**src/rtl/apb_fifo_slave_pkg.sv**
```systemverilog
// Shared definitions for the APB FIFO responder: register offsets, STATUS bit map, FSM states.
package apb_fifo_slave_pkg;

   localparam logic [1:0] APB_FIFO_REG_DATA   = 2'd0;
   localparam logic [1:0] APB_FIFO_REG_STATUS = 2'd1;
   localparam logic [1:0] APB_FIFO_REG_CTRL   = 2'd2;
   localparam logic [1:0] APB_FIFO_REG_THRESH = 2'd3;

   localparam int unsigned StatusOverflowBit  = 12;
   localparam int unsigned StatusUnderflowBit = 13;
   localparam int unsigned StatusFullBit      = 14;
   localparam int unsigned StatusEmptyBit     = 15;

   typedef enum logic [0:0] {
      StIdle,
      StAccess
   } apb_state_e;

   // Count spans 0..depth inclusive, so it needs one bit more than a pointer.
   function automatic int unsigned count_width(int unsigned depth);
      return $clog2(depth) + 1;
   endfunction

endpackage

```
**src/rtl/apb_fifo_slave_if.sv**
```systemverilog
// APB bus bundle between the interconnect slot (master) and the FIFO responder (slave).
interface apb_fifo_slave_if #(
   parameter int unsigned ADDR_WIDTH = 16,
   parameter int unsigned DATA_WIDTH = 16
);

   logic [ADDR_WIDTH-1:0] PADDR;
   logic                  PWRITE;
   logic                  PSEL;
   logic                  PENABLE;
   logic [DATA_WIDTH-1:0] PWDATA;
   logic [DATA_WIDTH-1:0] PRDATA;
   logic                  PREADY;

   modport master (
      output PADDR, PWRITE, PSEL, PENABLE, PWDATA,
      input  PRDATA, PREADY
   );

   modport slave (
      input  PADDR, PWRITE, PSEL, PENABLE, PWDATA,
      output PRDATA, PREADY
   );

endinterface

```
**src/rtl/fifo_sync.sv**
```systemverilog
// Single-clock FIFO; push when full and pop when empty are ignored, flush empties it.
module fifo_sync #(
   parameter int unsigned DEPTH = 8,
   parameter int unsigned WIDTH = 16
) (
   input  logic                     clk,
   input  logic                     reset,
   input  logic                     push_i,
   input  logic                     pop_i,
   input  logic                     flush_i,
   input  logic [WIDTH-1:0]         wdata_i,
   output logic [WIDTH-1:0]         head_o,
   output logic [$clog2(DEPTH):0]   count_o,
   output logic                     full_o,
   output logic                     empty_o
);

   localparam int unsigned PW = $clog2(DEPTH);
   localparam logic [PW-1:0] PtrOne    = PW'(1);
   localparam logic [PW:0]   CountOne  = (PW + 1)'(1);
   localparam logic [PW:0]   CountFull = (PW + 1)'(DEPTH);

   logic [WIDTH-1:0] mem_q [DEPTH];
   logic [PW-1:0]    wr_ptr_q, wr_ptr_d;
   logic [PW-1:0]    rd_ptr_q, rd_ptr_d;
   logic [PW:0]      count_q, count_d;
   logic             do_push, do_pop;

   assign full_o  = (count_q == CountFull);
   assign empty_o = (count_q == '0);
   assign head_o  = mem_q[rd_ptr_q];
   assign count_o = count_q;

   assign do_push = push_i & ~full_o;
   assign do_pop  = pop_i & ~empty_o;

   always_comb begin
      wr_ptr_d = wr_ptr_q;
      rd_ptr_d = rd_ptr_q;
      count_d  = count_q;
      if (flush_i) begin
         wr_ptr_d = '0;
         rd_ptr_d = '0;
         count_d  = '0;
      end else begin
         if (do_push) wr_ptr_d = wr_ptr_q + PtrOne;
         if (do_pop)  rd_ptr_d = rd_ptr_q + PtrOne;
         unique case ({do_push, do_pop})
            2'b10:   count_d = count_q + CountOne;
            2'b01:   count_d = count_q - CountOne;
            default: count_d = count_q;
         endcase
      end
   end

   always_ff @(posedge clk) begin
      if (reset) begin
         wr_ptr_q <= '0;
         rd_ptr_q <= '0;
         count_q  <= '0;
      end else begin
         wr_ptr_q <= wr_ptr_d;
         rd_ptr_q <= rd_ptr_d;
         count_q  <= count_d;
      end
   end

   always_ff @(posedge clk) begin
      if (do_push && !flush_i) mem_q[wr_ptr_q] <= wdata_i;
   end

endmodule

```
**src/rtl/apb_fifo_slave.sv**
```systemverilog
// APB responder exposing a FIFO through DATA/STATUS/CTRL registers with configurable wait states.
// Define APB_FIFO_SLAVE_IRQ_EN to add the THRESH register and the level irq output.
module apb_fifo_slave
   import apb_fifo_slave_pkg::*;
#(
   parameter int unsigned ADDR_WIDTH  = 16,
   parameter int unsigned DATA_WIDTH  = 16,
   parameter int unsigned DEPTH       = 8,
   parameter int unsigned WAIT_STATES = 1
) (
   input  logic              clk,
   input  logic              reset,
   apb_fifo_slave_if.slave   apb
`ifdef APB_FIFO_SLAVE_IRQ_EN
   ,
   output logic              irq
`endif
);

   localparam int unsigned CW = count_width(DEPTH);
   localparam logic [3:0] WaitInit = 4'(WAIT_STATES);

   apb_state_e            state_q, state_d;
   logic [3:0]            wait_q, wait_d;
   logic                  pready_q, pready_d;
   logic                  fire;
   logic [1:0]            reg_sel;
   logic [DATA_WIDTH-1:0] head;
   logic [CW-1:0]         count;
   logic                  full, empty;
   logic                  push, pop, flush;
   logic                  ovf_q, ovf_d, unf_q, unf_d;
   logic [DATA_WIDTH-1:0] status, prdata;
   logic                  unused_paddr;

   // Upper address bits were decoded by the interconnect.
   assign reg_sel      = apb.PADDR[1:0];
   assign unused_paddr = ^apb.PADDR[ADDR_WIDTH-1:0];

   always_comb begin
      state_d  = state_q;
      wait_d   = wait_q;
      pready_d = 1'b0;
      fire     = 1'b0;
      unique case (state_q)
         StIdle: begin
            if (apb.PSEL && !apb.PENABLE) begin
               wait_d   = WaitInit;
               pready_d = (WaitInit == 4'd0);
               state_d  = StAccess;
            end
         end
         StAccess: begin
            if (!apb.PSEL) begin
               state_d = StIdle;
            end else if (pready_q) begin
               fire    = 1'b1;
               state_d = StIdle;
            end else if (apb.PENABLE) begin
               wait_d   = wait_q - 4'd1;
               pready_d = (wait_q == 4'd1);
            end
         end
         default: state_d = StIdle;
      endcase
   end

   always_ff @(posedge clk) begin
      if (reset) begin
         state_q  <= StIdle;
         wait_q   <= '0;
         pready_q <= 1'b0;
      end else begin
         state_q  <= state_d;
         wait_q   <= wait_d;
         pready_q <= pready_d;
      end
   end

   assign push  = fire & apb.PWRITE & (reg_sel == APB_FIFO_REG_DATA);
   assign pop   = fire & ~apb.PWRITE & (reg_sel == APB_FIFO_REG_DATA);
   assign flush = fire & apb.PWRITE & (reg_sel == APB_FIFO_REG_CTRL) & apb.PWDATA[0];

   fifo_sync #(
      .DEPTH (DEPTH),
      .WIDTH (DATA_WIDTH)
   ) u_fifo (
      .clk     (clk),
      .reset   (reset),
      .push_i  (push),
      .pop_i   (pop),
      .flush_i (flush),
      .wdata_i (apb.PWDATA),
      .head_o  (head),
      .count_o (count),
      .full_o  (full),
      .empty_o (empty)
   );

   always_comb begin
      ovf_d = ovf_q;
      unf_d = unf_q;
      if (flush) begin
         ovf_d = 1'b0;
         unf_d = 1'b0;
      end else begin
         if (push && full)  ovf_d = 1'b1;
         if (pop && empty)  unf_d = 1'b1;
      end
   end

   always_ff @(posedge clk) begin
      if (reset) begin
         ovf_q <= 1'b0;
         unf_q <= 1'b0;
      end else begin
         ovf_q <= ovf_d;
         unf_q <= unf_d;
      end
   end

   always_comb begin
      status                     = '0;
      status[CW-1:0]             = count;
      status[StatusOverflowBit]  = ovf_q;
      status[StatusUnderflowBit] = unf_q;
      status[StatusFullBit]      = full;
      status[StatusEmptyBit]     = empty;
   end

`ifdef APB_FIFO_SLAVE_IRQ_EN
   logic [CW-1:0] thresh_q, thresh_d;
   logic          irq_q, irq_d;

   always_comb begin
      thresh_d = thresh_q;
      if (fire && apb.PWRITE && (reg_sel == APB_FIFO_REG_THRESH)) begin
         thresh_d = apb.PWDATA[CW-1:0];
      end
      irq_d = (thresh_q != '0) && (count >= thresh_q);
   end

   always_ff @(posedge clk) begin
      if (reset) begin
         thresh_q <= '0;
         irq_q    <= 1'b0;
      end else begin
         thresh_q <= thresh_d;
         irq_q    <= irq_d;
      end
   end

   assign irq = irq_q;
`endif

   // Read data shows pre-pop state; the pop itself lands on the same edge PREADY drops.
   always_comb begin
      prdata = '0;
      if (pready_q) begin
         unique case (reg_sel)
            APB_FIFO_REG_DATA:   prdata = empty ? '0 : head;
            APB_FIFO_REG_STATUS: prdata = status;
            APB_FIFO_REG_CTRL:   prdata = '0;
            APB_FIFO_REG_THRESH: begin
`ifdef APB_FIFO_SLAVE_IRQ_EN
               prdata[CW-1:0] = thresh_q;
`else
               prdata = '0;
`endif
            end
            default: prdata = '0;
         endcase
      end
   end

   assign apb.PRDATA = prdata;
   assign apb.PREADY = pready_q;

endmodule
```
**src/flat_wrapper.sv**
```systemverilog
// flat-port wrapper written by rule: the top's interface ports become plain ports
module apb_fifo_slave_flat import apb_fifo_slave_pkg::*;
#(
   parameter int unsigned ADDR_WIDTH  = 16,
   parameter int unsigned DATA_WIDTH  = 16,
   parameter int unsigned DEPTH       = 8,
   parameter int unsigned WAIT_STATES = 1
)
  (clk, reset, apb_PADDR, apb_PWRITE, apb_PSEL, apb_PENABLE, apb_PWDATA, apb_PRDATA, apb_PREADY);
  apb_fifo_slave_if #(.ADDR_WIDTH(ADDR_WIDTH), .DATA_WIDTH(DATA_WIDTH)) apb_i ();
  input  logic clk;
  input  logic reset;
  input wire logic [$bits(apb_i.PADDR)-1:0] apb_PADDR;
  input wire logic [$bits(apb_i.PWRITE)-1:0] apb_PWRITE;
  input wire logic [$bits(apb_i.PSEL)-1:0] apb_PSEL;
  input wire logic [$bits(apb_i.PENABLE)-1:0] apb_PENABLE;
  input wire logic [$bits(apb_i.PWDATA)-1:0] apb_PWDATA;
  output wire logic [$bits(apb_i.PRDATA)-1:0] apb_PRDATA;
  output wire logic [$bits(apb_i.PREADY)-1:0] apb_PREADY;
  assign apb_i.PADDR = apb_PADDR;
  assign apb_i.PWRITE = apb_PWRITE;
  assign apb_i.PSEL = apb_PSEL;
  assign apb_i.PENABLE = apb_PENABLE;
  assign apb_i.PWDATA = apb_PWDATA;
  assign apb_PRDATA = apb_i.PRDATA;
  assign apb_PREADY = apb_i.PREADY;
  apb_fifo_slave #(.ADDR_WIDTH(ADDR_WIDTH), .DATA_WIDTH(DATA_WIDTH), .DEPTH(DEPTH), .WAIT_STATES(WAIT_STATES)) u_core (.clk(clk), .reset(reset), .apb(apb_i));
endmodule
```
**config.mk**
```make
export PLATFORM = sky130hd
export DESIGN_NAME = apb_fifo_slave_flat
export DESIGN_NICKNAME = d
export VERILOG_FILES = /design/src/rtl/apb_fifo_slave_pkg.sv /design/src/rtl/apb_fifo_slave_if.sv /design/src/rtl/fifo_sync.sv /design/src/rtl/apb_fifo_slave.sv /design/src/flat_wrapper.sv
export SDC_FILE = /design/constraint.sdc
export NUM_CORES = 1
export LEC_CHECK = 0
export BUFFER_PORTS_ARGS = -buffer_cell sky130_fd_sc_hd__buf_2
export CELL_PAD_IN_SITES_DETAIL_PLACEMENT = 1
export CELL_PAD_IN_SITES_GLOBAL_PLACEMENT = 1
export CORE_MARGIN = 8
export CORE_UTILIZATION = 51
export DETAILED_ROUTE_END_ITERATION = 6
export PLACE_DENSITY = 0.89
export SYNTH_ARGS = -nofsm -noshare
export SYNTH_HDL_FRONTEND = slang
export SYNTH_HIERARCHICAL = 1
export SYNTH_SLANG_ARGS = --single-unit
```
**constraint.sdc**
```tcl
create_clock -name clk -period 4.8 [get_ports clk]
set_input_delay 0.96 -clock clk [delete_from_list [all_inputs] [get_ports clk]]
set_output_delay 0.96 -clock clk [all_outputs]
set_load 0.005 [all_outputs]
```
==> flow_summary.rst, run 1 <==
.. list-table::
   :header-rows: 1

   * - Metric
     - Value
   * - Outcome
     - finished clean
   * - Filler Cells Inserted
     - between 1,000 and 1,500
   * - Final number of setup-violating endpoints
     - 0
   * - Number of sinks driven by the clock tree
     - between 100 and 150
   * - Worst Tran Pin Value
     - 1.01 ns
   * - Top-level port count
     - between 50 and 60
   * - HPWL after detailed placement
     - between 8000 and 9000 um
   * - Yosys Warn Count
     - 6
   * - #FFs+latches synth
     - about 150
   * - Total routing resource utilization after global routing
     - approximately 18%
   * - Detailed-route DRC error count
     - 0
   * - Max-capacitance violation count
     - 0
   * - Antenna diode instance count
     - 0
   * - Reg-to-reg setup timing slack
     - approximately 1.8 ns
   * - Maximum number of pins on one net before global-route repair
     - 33
   * - TritonCTS clock tree
     - built
   * - Effective utilization at floorplan
     - between 50% and 60%
   * - RSZ-0062 raised after global routing
     - no
   * - Data required time of the critical path
     - 3.84 ns
   * - Launch point of the worst reg-to-reg path
     - u_core/apb.PREADY$_SDFF_PP0_
   * - Number of unique standard cell types used by synthesis
     - 46
   * - Clock tree buffer depth
     - 2
   * - H-tree levels
     - 4
   * - Hold buffers post-CTS
     - 0
   * - Number of placement rows
     - 40
   * - Worst-case clock skew
     - approximately 0.0074 ns
   * - Via total after detailed routing
     - 3,331
   * - Wire length of the first global-routing pass
     - between 20,000 and 25,000 um
   * - Minimum period implied by the final worst setup slack
     - slightly below 4 ns
   * - Clock buffer count from CTS
     - 17
   * - Length of the first detailed-routing pass in iterations
     - 5
   * - Final WS setup
     - approximately 0.93 ns
   * - Average vias per placed instance
     - 6.00
   * - Number of buffers inserted to repair setup after CTS
     - 0
   * - Power Total
     - 2.71 mW
   * - Number of enable-type register cells in the synthesized netlist
     - between 100 and 150
   * - Cell at the root of the clock tree
     - sky130_fd_sc_hd__clkbuf_16
   * - Proportion of register bits with asynchronous set or reset after synthesis
     - 0%
   * - Critical path's top delay family
     - multiplexers
   * - Post-synthesis cell area
     - about 0.0062 mm^2
   * - Ranking of synthesized cells by instance count
     - 128 x sky130_fd_sc_hd__edfxtp_1, 27 x sky130_fd_sc_hd__mux4_1, 27 x sky130_fd_sc_hd__nor2_1, 21 x sky130_fd_sc_hd__dfxtp_1, 17 x sky130_fd_sc_hd__mux2_2
   * - Global placer's final weighted congestion
     - between 0.7 and 0.8
   * - Number of cells on the critical path
     - 6
   * - Starting DRC count in detailed routing
     - approximately 250
   * - Instance count of the mapped netlist
     - around 350
   * - Cell taking the most area after synthesis
     - sky130_fd_sc_hd__edfxtp_1
   * - Die Height
     - 126 um
   * - Maximum clock rate
     - around 260 MHz
   * - Drt wl/cell
     - approximately 25 um
   * - Register-to-Register Path Depth
     - 5
   * - Count of buffer and inverter cells on the critical path
     - 1
   * - Max-slew headroom at the worst pin
     - between 30% and 40%
   * - Critical-path cell with the highest stage delay
     - sky130_fd_sc_hd__dfxtp_2
   * - Via count of the first global-routing pass
     - 3,666
   * - Final Routed Wirelength
     - around 14,000 um
   * - Endpoint kind of the worst setup timing path
     - primary output
   * - Area share of the leading cell type in the synthesized netlist
     - 61.9%
   * - Final worst-path cycle share
     - 80.6%
   * - Final count of hold timing violations
     - 0
   * - Leakage component of the power
     - around 2.4 nW
   * - Post-route setup TNS
     - 0 ns
   * - Max Fanout on Critical Path
     - 32
   * - Number of antenna violations at the first check in global routing
     - 0
   * - Die Wd
     - between 100 and 150 um
   * - Sequential share of the synthesized area
     - approximately 69%
   * - Later-pin clock latency in the skew report
     - around 0.42 ns
   * - Post-Syn Area per Cell
     - between 15 and 20 um^2
   * - Type of element launching the critical path
     - flip-flop
   * - Type of the worst setup path
     - reg -> out
   * - Total of cells resized after clock tree synthesis
     - 0
   * - End point of the critical path
     - apb_PRDATA[14]
   * - Final number of max-transition violations
     - 0
   * - Power density cells
     - about 380 mW/mm^2
   * - Total number of nets in the final design
     - 441
   * - Area growth from synthesis to layout
     - 15.2%
   * - Largest cells by area after synthesis
     - sky130_fd_sc_hd__edfxtp_1 62%, sky130_fd_sc_hd__mux4_1 11%, sky130_fd_sc_hd__dfxtp_1 6.8%
   * - Grt total ovfl
     - 0
   * - Post-Place Setup Slack
     - between 1 and 1.5 ns
   * - Top_reg_cell synth
     - sky130_fd_sc_hd__edfxtp_1
   * - Worst R2R End
     - u_core/u_fifo/mem_q[0][14]$_DFFE_PP_
   * - Buffers added on ports
     - 39
   * - Clock slew at reported path FFs
     - around 0.06 ns
   * - Largest stage delay, worst path
     - 0.97 ns
   * - Path category of the worst min-delay check
     - reg -> reg
   * - Number of nets with antenna violations after detailed routing
     - 0
   * - Area enclosed by the die boundary
     - between 0.015 and 0.02 mm^2
   * - Placeable core region
     - 0.0120 mm^2
   * - Worst voltage drop across the vdd grid
     - around 0.32 mV
   * - CP Cell Sequence
     - mux4_1, mux2_2, nor3b_1, a21oi_1, nor2_1, buf_2
   * - Data arrival time of the critical path
     - 2.91 ns
   * - Layout cell share with drive strength beyond 1
     - about a quarter
   * - Synthesized Nets
     - between 300 and 400
   * - Count leader, synth
     - sky130_fd_sc_hd__edfxtp_1
[flip-flops by register name, summed over array words and instances (netlist names), named ones only]
name	cells
u_core/wait_q	4
u_core/unf_q	1
u_core/u_fifo/rd_ptr_q	3
u_core/u_fifo/count_o	4
u_core/ovf_q	1
u_core/u_fifo/mem_q	128
u_core/u_fifo/wr_ptr_q	3
u_core/apb.PREADY	1
u_core/state_q	1
[cells in the final DEF (no fill, tap or decap), drive strengths merged, types with 4 or more instances in the layout]
master / count
or3b: 4
a22oi: 6
clkinv: 5
nor3: 6
clkinvlp: 4
mux4: 32
a21oi: 8
edfxtp: 128
xor2: 5
nand2: 11
nand3: 4
dfxtp: 21
clkbuf: 18
and2: 8
nor2: 27
nand2b: 4
inv: 10
mux2: 17
buf: 48
ha: 7
[layer usage]
layer  global-route usage, %  vias up  part of all wire, %
met5                       0        -                    0
met4                    11.0        0                  3.5
met3                    5.15       35                  5.4
met2                    30.9       93                   51
met1                    20.0     1704                   40
li1                        -     1499                    -
[layout make-up]
cell class,count,area (um^2),area share (%)
clock buffer,18,429,6.00
tap,147,184,2.57
multi-input combinational,172,1850,25.8
sequential,149,4270,59.7
timing repair buffer,48,263,3.67
inverter,8,30.0,0.420
clock inverter,13,133,1.85
[worst min-delay path by stage]
stage / startpoint / endpoint / slack (ns) / cells after the start
finish: u_core/wait_q[3]$_SDFFE_PP0P_ / u_core/apb.PREADY$_SDFF_PP0_ / 0.45 / 1
global route: u_core/wait_q[3]$_SDFFE_PP0P_ / u_core/apb.PREADY$_SDFF_PP0_ / 0.47 / 1
CTS: u_core/wait_q[3]$_SDFFE_PP0P_ / u_core/apb.PREADY$_SDFF_PP0_ / 0.45 / 1
detailed placement: u_core/wait_q[3]$_SDFFE_PP0P_ / u_core/apb.PREADY$_SDFF_PP0_ / 0.45 / 1
global placement: u_core/wait_q[3]$_SDFFE_PP0P_ / u_core/apb.PREADY$_SDFF_PP0_ / 0.44 / 1
floorplan: u_core/wait_q[3]$_SDFFE_PP0P_ / u_core/apb.PREADY$_SDFF_PP0_ / 0.41 / 1
[stage by stage]
step,area (um^2),hold slack [ns],util (%),instances
2_1_floorplan,6210,0.413,-,345
3_3_place_gp,6590,0.436,55.1,524
3_5_place_dp,6590,0.447,55.1,524
4_1_cts,7150,0.455,59.8,555
5_1_grt,7150,0.470,59.8,555
6_report,7150,0.448,59.8,555
[where the power goes]
| group | switching, mW | internal [mW] | leakage [nW] |
|---|---|---|---|
| clock | 0.500 | 0.757 | 0.261 |
| combinational | 0.0281 | 0.0153 | 0.799 |
| sequential | 0.00275 | 1.41 | 1.32 |
[cells by family (layout without fill, tap and decap cells)]
group / after synthesis / after routing / share of synthesized area, %
compound gates: 25 / 25 / 2.86
fa+ha+maj: 8 / 8 / 1.73
buf+inv: 24 / 87 / 1.98
simple gates: 81 / 81 / 7.06
xor+xnor: 6 / 6 / 0.847
flops: 149 / 149 / 68.7
mux: 52 / 52 / 16.8
Note: power is estimated with default switching activity, not from simulation.
==> inputs of run 2 (changes only) <==
Clock period 4.8 ns to 3.6 ns, I/O delays scaled along.
==> flow_summary.rst, run 2 (synthesis results as in run 1) <==
.. list-table::
   :header-rows: 1

   * - Metric
     - Value
   * - Clock tree buffer depth
     - 2
   * - Most frequent cells in the layout
     - 128 x sky130_fd_sc_hd__edfxtp_1, 39 x sky130_fd_sc_hd__buf_2, 27 x sky130_fd_sc_hd__nor2_1, 27 x sky130_fd_sc_hd__mux4_1, 20 x sky130_fd_sc_hd__dfxtp_1
   * - Endpoint kind of the worst setup timing path
     - primary output
   * - Number of buffers inserted to repair setup after CTS
     - 0
   * - Buffers added on ports
     - 39
   * - Total number of nets in the final design
     - between 400 and 500
   * - Antenna diode instance count
     - 0
   * - Area growth from synthesis to layout
     - 17.0%
   * - Power density cells
     - between 400 and 500 mW/mm^2
   * - HPWL after detailed placement
     - slightly below 9000 um
   * - Max-capacitance violation count
     - 0
   * - Via total after detailed routing
     - around 3,400
   * - Worst Tran Pin Value
     - just over 0.8 ns
   * - Commonest non-fill, non-tap cell in the layout
     - sky130_fd_sc_hd__edfxtp_1
   * - Placeable core region
     - approximately 0.012 mm^2
   * - Power Total
     - roughly 3.6 mW
   * - Register with the most flip-flops
     - u_core/u_fifo/mem_q
   * - Register share of total power
     - ~52%
   * - Starting DRC count in detailed routing
     - between 200 and 300
   * - Global placer's final weighted congestion
     - 0.739
   * - Cell-internal power
     - ~2.8 mW
   * - Switching power of the nets
     - around 0.74 mW
   * - Max Fanout on Critical Path
     - 13
   * - Data arrival time of the critical path
     - 2.62 ns
   * - Reg-to-reg setup timing slack
     - 0.56 ns
   * - Maximum number of pins on one net before global-route repair
     - 33
   * - Number of placement rows
     - 40
   * - Die Wd
     - between 100 and 150 um
   * - Final count of hold timing violations
     - 0
   * - Worst voltage drop across the vdd grid
     - about 0.46 mV
   * - Top-level port count
     - 54
   * - Cell at the root of the clock tree
     - sky130_fd_sc_hd__clkbuf_16
   * - Path category of the worst min-delay check
     - reg -> reg
   * - Power share of the clock group
     - 46.0%
   * - Final number of max-transition violations
     - 0
   * - RSZ-0062 raised after global routing
     - no
   * - TritonCTS clock tree
     - built
   * - Type of element launching the critical path
     - flip-flop
   * - Minimum period implied by the final worst setup slack
     - 3.34 ns
   * - Via count of the first global-routing pass
     - 3,797
   * - Length of the first detailed-routing pass in iterations
     - 4
   * - Leakage component of the power
     - 2.44 nW
   * - Total of cells resized after clock tree synthesis
     - 0
   * - Max-slew headroom at the worst pin
     - roughly 44%
   * - Wire length of the first global-routing pass
     - 21,700 um
   * - Number of sinks driven by the clock tree
     - between 100 and 150
   * - Number of nets with antenna violations after detailed routing
     - 0
   * - Worst-case clock skew
     - ~0.0047 ns
   * - Hold buffers post-CTS
     - 0
   * - Final Routed Wirelength
     - ~14,000 um
   * - Clock slew at reported path FFs
     - approximately 0.06 ns
   * - Clock buffer count from CTS
     - 17
   * - H-tree levels
     - 4
   * - Number of flip-flops under the largest register name
     - roughly 130
   * - Net switching share of the total power
     - between 20% and 30%
   * - Area enclosed by the die boundary
     - approximately 0.016 mm^2
   * - Effective utilization at floorplan
     - just over 50%
   * - Drt wl/cell
     - between 20 and 25 um
   * - Filler Cells Inserted
     - about 1,000
   * - Detailed-route DRC error count
     - 0
   * - Grt total ovfl
     - 0
   * - Type of the worst setup path
     - reg -> out
   * - Average vias per placed instance
     - between 6 and 7
   * - Combinational fraction of design power
     - about 1.6%
   * - Final number of setup-violating endpoints
     - 0
   * - Layout cell share with drive strength beyond 1
     - roughly 28%
   * - Number of antenna violations at the first check in global routing
     - 0
   * - Outcome
     - finished clean
   * - Data required time of the critical path
     - 2.88 ns
   * - Later-pin clock latency in the skew report
     - ~0.43 ns
   * - Final worst-path cycle share
     - between 90 and 100%
   * - Total routing resource utilization after global routing
     - 18.7%
   * - Die Height
     - roughly 130 um
   * - Post-route setup TNS
     - 0 ns
   * - Maximum clock rate
     - roughly 300 MHz
-- run 2: cell count changes in the layout (fill, tap and decap cells not counted) --
cell and delta:
sky130_fd_sc_hd__buf_12 +4, sky130_fd_sc_hd__buf_4 +3, sky130_fd_sc_hd__bufinv_16 -1, sky130_fd_sc_hd__clkinv_1 -2
sky130_fd_sc_hd__clkinv_2 +1, sky130_fd_sc_hd__clkinv_4 +4, sky130_fd_sc_hd__clkinvlp_4 -2, sky130_fd_sc_hd__inv_6 +1
sky130_fd_sc_hd__nor4b_2 -1, sky130_fd_sc_hd__nor4b_4 +1
-- run 2: worst max-delay path, stage by stage (launching register included) --
cell and delay (ns):
sky130_fd_sc_hd__dfxtp_2 0.59, sky130_fd_sc_hd__buf_4 0.30, sky130_fd_sc_hd__mux4_1 0.65, sky130_fd_sc_hd__mux2_2 0.31, sky130_fd_sc_hd__a22oi_1 0.16, sky130_fd_sc_hd__nor2_1 0.06
sky130_fd_sc_hd__buf_2 0.13
-- run 2: final timing paths --
path	depth (start not counted)	to	start
worst min-delay path	1	u_core/apb.PREADY$_SDFF_PP0_	u_core/wait_q[3]$_SDFFE_PP0P_
worst min register to register	1	u_core/apb.PREADY$_SDFF_PP0_	u_core/wait_q[3]$_SDFFE_PP0P_
worst max register to register	9	u_core/u_fifo/count_o[3]$_SDFFE_PP0P_	u_core/apb.PREADY$_SDFF_PP0_
worst max-delay path	6	apb_PRDATA[13]	flip-flop
-- run 2: final cells by class --
type	instances	area (um^2)	area share, %
inverters	8	30.0	0.414
well taps	147	184	2.53
multi-input cells	172	1860	25.6
flip-flops and latches	149	4270	58.8
repair buffers	55	365	5.03
clock buffers	18	429	5.91
clock inverters	14	129	1.78
-- run 2: stage by stage --
step	cell area [um^2]	instances	setup WS, ns	hold slack [ns]	util, %
floorplan	6210	345	0.108	0.413	-
global placement	6700	531	0.502	0.428	56.0
detailed placement	6700	531	0.258	0.448	56.0
CTS	7260	563	0.195	0.457	60.7
global route	7260	563	0.106	0.487	60.7
finish	7260	563	0.256	0.451	60.7
-- run 2: power groups by stage --
stage	clock, mW	combinational (mW)	sequential, mW
6_report	1.65	0.0578	1.88
2_1_floorplan	0	0.0214	1.91
3_3_place_gp	0	0.0507	1.91
4_1_cts	1.69	0.0585	1.88
3_5_place_dp	0	0.0575	1.91
5_1_grt	1.74	0.0639	1.88
-- run 2: layer usage --
| metal | wire (um) | vias up | global-route usage (%) |
|---|---|---|---|
| met4 | 442 | 0 | 11.0 |
| met1 | 5340 | 1732 | 19.7 |
| met2 | 7400 | 135 | 32.6 |
| met3 | 870 | 35 | 5.87 |
| met5 | 0 | - | 0 |
| li1 | - | 1511 | - |
==> inputs of run 3 (changes only) <==
Settings changed: ABC_AREA from default to 1, CAP_MARGIN from default to 20, CORE_UTILIZATION 51 to 47, PLACE_DENSITY 0.89 to 0.9.
==> flow_summary.rst, run 3 <==
.. list-table::
   :header-rows: 1

   * - Metric
     - Value
   * - Layout cell share with drive strength beyond 1
     - between 10% and 20%
   * - Count leader, synth
     - sky130_fd_sc_hd__nor2_1
   * - Cell at the root of the clock tree
     - sky130_fd_sc_hd__clkbuf_16
   * - Post-route setup TNS
     - 0 ns
   * - Length of the first detailed-routing pass in iterations
     - 5
   * - Type of the worst setup path
     - reg -> out
   * - Worst Tran Pin Value
     - ~0.67 ns
   * - Launch point of the worst reg-to-reg path
     - u_core/apb.PREADY$_SDFF_PP0_
   * - Detailed-route DRC error count
     - 0
   * - Register-to-Register Path Depth
     - 10
   * - Data required time of the critical path
     - ~2.9 ns
   * - Met1 routed wirelength after detailed routing
     - roughly 7300 um
   * - Number of cells on the critical path
     - 9
   * - Max-capacitance violation count
     - 0
   * - Hold buffers post-CTS
     - 0
   * - Max layer used
     - met4
   * - Total routing resource utilization after global routing
     - between 20% and 30%
   * - Final count of hold timing violations
     - 0
   * - Main combinational cell family by area after synthesis
     - simple AND/OR/NAND/NOR gates
   * - Fraction of the mapped netlist area in compound gates
     - 7.34%
   * - Maximum clock rate
     - 334 MHz
   * - Final number of max-transition violations
     - 0
   * - Yosys Warn Count
     - 6
   * - Area share of the leading cell type in the synthesized netlist
     - between 50 and 60%
   * - Minimum period implied by the final worst setup slack
     - approximately 3.0 ns
   * - Largest cells by area after synthesis
     - sky130_fd_sc_hd__edfxtp_1 60%, sky130_fd_sc_hd__nor2_1 9.6%, sky130_fd_sc_hd__nand2_1 7.6%
   * - Worst R2R End
     - u_core/u_fifo/count_o[2]$_SDFFE_PP0P_
   * - Critical path's top delay family
     - buffers and inverters
   * - Final Routed Wirelength
     - 19,800 um
   * - Number of placement rows
     - between 40 and 50
   * - Later-pin clock latency in the skew report
     - 0.43 ns
   * - Number of nets with antenna violations after detailed routing
     - 0
   * - Ranking of synthesized cells by instance count
     - 165 x sky130_fd_sc_hd__nor2_1, 131 x sky130_fd_sc_hd__nand2_1, 128 x sky130_fd_sc_hd__edfxtp_1, 65 x sky130_fd_sc_hd__o21ai_1
   * - Max-slew headroom at the worst pin
     - a little under three fifths
   * - Number of buffers inserted to repair setup after CTS
     - 0
   * - Critical-path cell with the highest stage delay
     - sky130_fd_sc_hd__dfxtp_2
   * - Fin area
     - roughly 0.0074 mm^2
   * - End point of the critical path
     - apb_PRDATA[1]
   * - Worst voltage drop across the vdd grid
     - between 0.5 and 0.6 mV
   * - Total of cells resized after clock tree synthesis
     - 0
   * - Final worst-path cycle share
     - 83.3%
   * - Clock slew at reported path FFs
     - ~0.06 ns
   * - Data arrival time of the critical path
     - around 2.3 ns
   * - Number of antenna violations at the first check in global routing
     - 0
   * - Area of placed instances
     - between 0.006 and 0.007 mm^2
   * - Grt total ovfl
     - 0
   * - Top_reg_cell synth
     - sky130_fd_sc_hd__edfxtp_1
   * - Largest stage delay, worst path
     - about 0.34 ns
   * - CP Cell Sequence
     - inv_1, buf_12, o21ai_0, nand2_1, nand2_1, nand2_1, nand2_1, a21oi_1, buf_2
   * - Number of enable-type register cells in the synthesized netlist
     - around 130
   * - Area growth from synthesis to layout
     - 15.5%
   * - Sequential share of the synthesized area
     - between 60% and 70%
   * - Post-Syn Area per Cell
     - roughly 10 um^2
   * - Most frequent cell on the critical path
     - sky130_fd_sc_hd__nand2_1
   * - Drt wl/cell
     - around 23 um
   * - Via total after detailed routing
     - between 5,000 and 6,000
   * - Worst-case clock skew
     - just under 0.007 ns
   * - Leakage component of the power
     - between 2 and 3 nW
   * - Outcome
     - finished clean
   * - Average vias per placed instance
     - 5.72
   * - Cell taking the most area after synthesis
     - sky130_fd_sc_hd__edfxtp_1
   * - RSZ-0062 raised after global routing
     - no
   * - Proportion of synthesized area in mux cells
     - 0%
   * - Placeable core region
     - 0.0133 mm^2
   * - Total length of routed met2 wires
     - between 10,000 and 15,000 um
   * - Number of flip-flops under the largest register name
     - ~130
   * - TritonCTS clock tree
     - built
   * - Adder and majority cell fraction of the synthesized area
     - around 1.7%
   * - HPWL after detailed placement
     - ~11,000 um
   * - Clock buffer count from CTS
     - 17
   * - Total number of nets in the final design
     - approximately 730
   * - Simple-gate area share of the yosys netlist
     - between 10% and 20%
   * - Max Fanout on Critical Path
     - 54
   * - Post-Synth XOR/XNOR Area
     - less than 1%
   * - Via count of the first global-routing pass
     - roughly 5,500
   * - Endpoint kind of the worst setup timing path
     - primary output
   * - Final number of setup-violating endpoints
     - 0
   * - Register with the most flip-flops
     - u_core/u_fifo/mem_q
   * - Maximum number of pins on one net before global-route repair
     - between 50 and 60
   * - Reg-to-reg setup timing slack
     - 0.95 ns
   * - Post-Route Utilization
     - a little under three fifths
   * - Number of sinks driven by the clock tree
     - ~150
   * - Clock tree buffer depth
     - 2
   * - Most frequent cells in the layout
     - 165 x sky130_fd_sc_hd__nor2_1, 131 x sky130_fd_sc_hd__nand2_1, 128 x sky130_fd_sc_hd__edfxtp_1
   * - Synthesized Nets
     - roughly 700
   * - Die Height
     - 133 um
   * - Path category of the worst min-delay check
     - reg -> reg
   * - Wire length of the first global-routing pass
     - approximately 30,000 um
   * - Commonest non-fill, non-tap cell in the layout
     - sky130_fd_sc_hd__nor2_1
   * - Effective utilization at floorplan
     - between 40% and 50%
   * - Power density cells
     - 509 mW/mm^2
   * - Buffers added on ports
     - 39
   * - Type of element launching the critical path
     - flip-flop
   * - Proportion of register bits with asynchronous set or reset after synthesis
     - 0%
   * - Post-synthesis cell area
     - 0.00644 mm^2
   * - Number of unique standard cell types used by synthesis
     - 29
   * - Count of buffer and inverter cells on the critical path
     - 3
   * - Area enclosed by the die boundary
     - 0.0177 mm^2
   * - Top-level port count
     - 54
   * - Die Wd
     - ~130 um
   * - Antenna diode instance count
     - 0
   * - #FFs+latches synth
     - ~150
   * - H-tree levels
     - 4
   * - Worst hold slack after final layout
     - around 0.48 ns
   * - Met3 Routed Length
     - around 1000 um
   * - Instance count of the mapped netlist
     - roughly 640
   * - Starting DRC count in detailed routing
     - a little over 400
   * - Global placer's final weighted congestion
     - between 0.7 and 0.8
## run 3: changes by cell type after synthesis, moves of 6 or more
cell,before,now
sky130_fd_sc_hd__o21ai_1,0,65
sky130_fd_sc_hd__nand3_1,4,13
sky130_fd_sc_hd__inv_1,8,22
sky130_fd_sc_hd__and2_1,8,0
sky130_fd_sc_hd__mux4_1,27,0
sky130_fd_sc_hd__buf_2,1,13
sky130_fd_sc_hd__mux2_2,17,0
sky130_fd_sc_hd__nand2_1,10,131
sky130_fd_sc_hd__a22oi_1,6,0
sky130_fd_sc_hd__nor2_1,27,165
sky130_fd_sc_hd__inv_2,0,14
sky130_fd_sc_hd__a21oi_1,8,22
## run 3: area by class of cell
cell class | instances | area, um^2
Inverter | 36 | 135
Clock inverter | 14 | 176
Fill cell | 1435 | 5860
Multi-Input combinational cell | 426 | 1870
Sequential cell | 149 | 4270
Timing Repair Buffer | 57 | 343
Tap cell | 176 | 220
Clock buffer | 18 | 429
## run 3: cells by family (layout without fill, tap and decap cells)
family / count (synthesis) / after routing
adder cells (fa/ha/maj): 8 / 8
flip-flops: 149 / 149
buffers and inverters: 61 / 125
AO/OA/AOI/OAI: 94 / 94
XOR/XNOR: 2 / 2
AND/OR/NAND/NOR: 322 / 322
## run 3: power breakdown
| part | total (mW) | leakage (nW) | internal (mW) | switching (mW) |
|---|---|---|---|---|
| clock | 1.83 | 0.292 | 1.10 | 0.739 |
| combinational | 0.0699 | 1.26 | 0.0197 | 0.0502 |
| sequential | 1.88 | 1.32 | 1.87 | 0.00345 |
## run 3: worst min-delay path by stage
stage / startpoint / endpoint / slack [ns] / cells after the start
after floorplan: u_core/wait_q[3]$_SDFFE_PP0P_ / u_core/apb.PREADY$_SDFF_PP0_ / 0.42 / 1
after global placement: u_core/unf_q$_SDFFE_PP0P_ / u_core/unf_q$_SDFFE_PP0P_ / 0.44 / 2
after detailed placement: u_core/ovf_q$_SDFFE_PP0P_ / u_core/ovf_q$_SDFFE_PP0P_ / 0.46 / 2
after CTS: u_core/wait_q[3]$_SDFFE_PP0P_ / u_core/apb.PREADY$_SDFF_PP0_ / 0.47 / 1
after global routing: u_core/wait_q[3]$_SDFFE_PP0P_ / u_core/apb.PREADY$_SDFF_PP0_ / 0.49 / 1
final: u_core/unf_q$_SDFFE_PP0P_ / u_core/unf_q$_SDFFE_PP0P_ / 0.48 / 2
## run 3: metal layers
layer  GRT usage, %  up-vias
li1               -     2221
met1           23.8     2525
met2           40.8      185
met3           5.07       76
met4           15.7        0
met5              0        -
## run 3: through the flow
step                setup WS, ns  total power [mW]  std cells
global route               0.536              3.87        876
CTS                        0.626              3.80        876
floorplan                   1.06              1.94        636
finish                     0.603              3.78        876
detailed placement         0.631              1.98        844
global placement           0.887              1.97        844
## run 3: tightest hold or removal path, delay by kind of cell, from the launching register on
kind	cells	cell delay [ns]
buf+inv	1	0.05
compound gates	1	0.06
flops	1	0.32
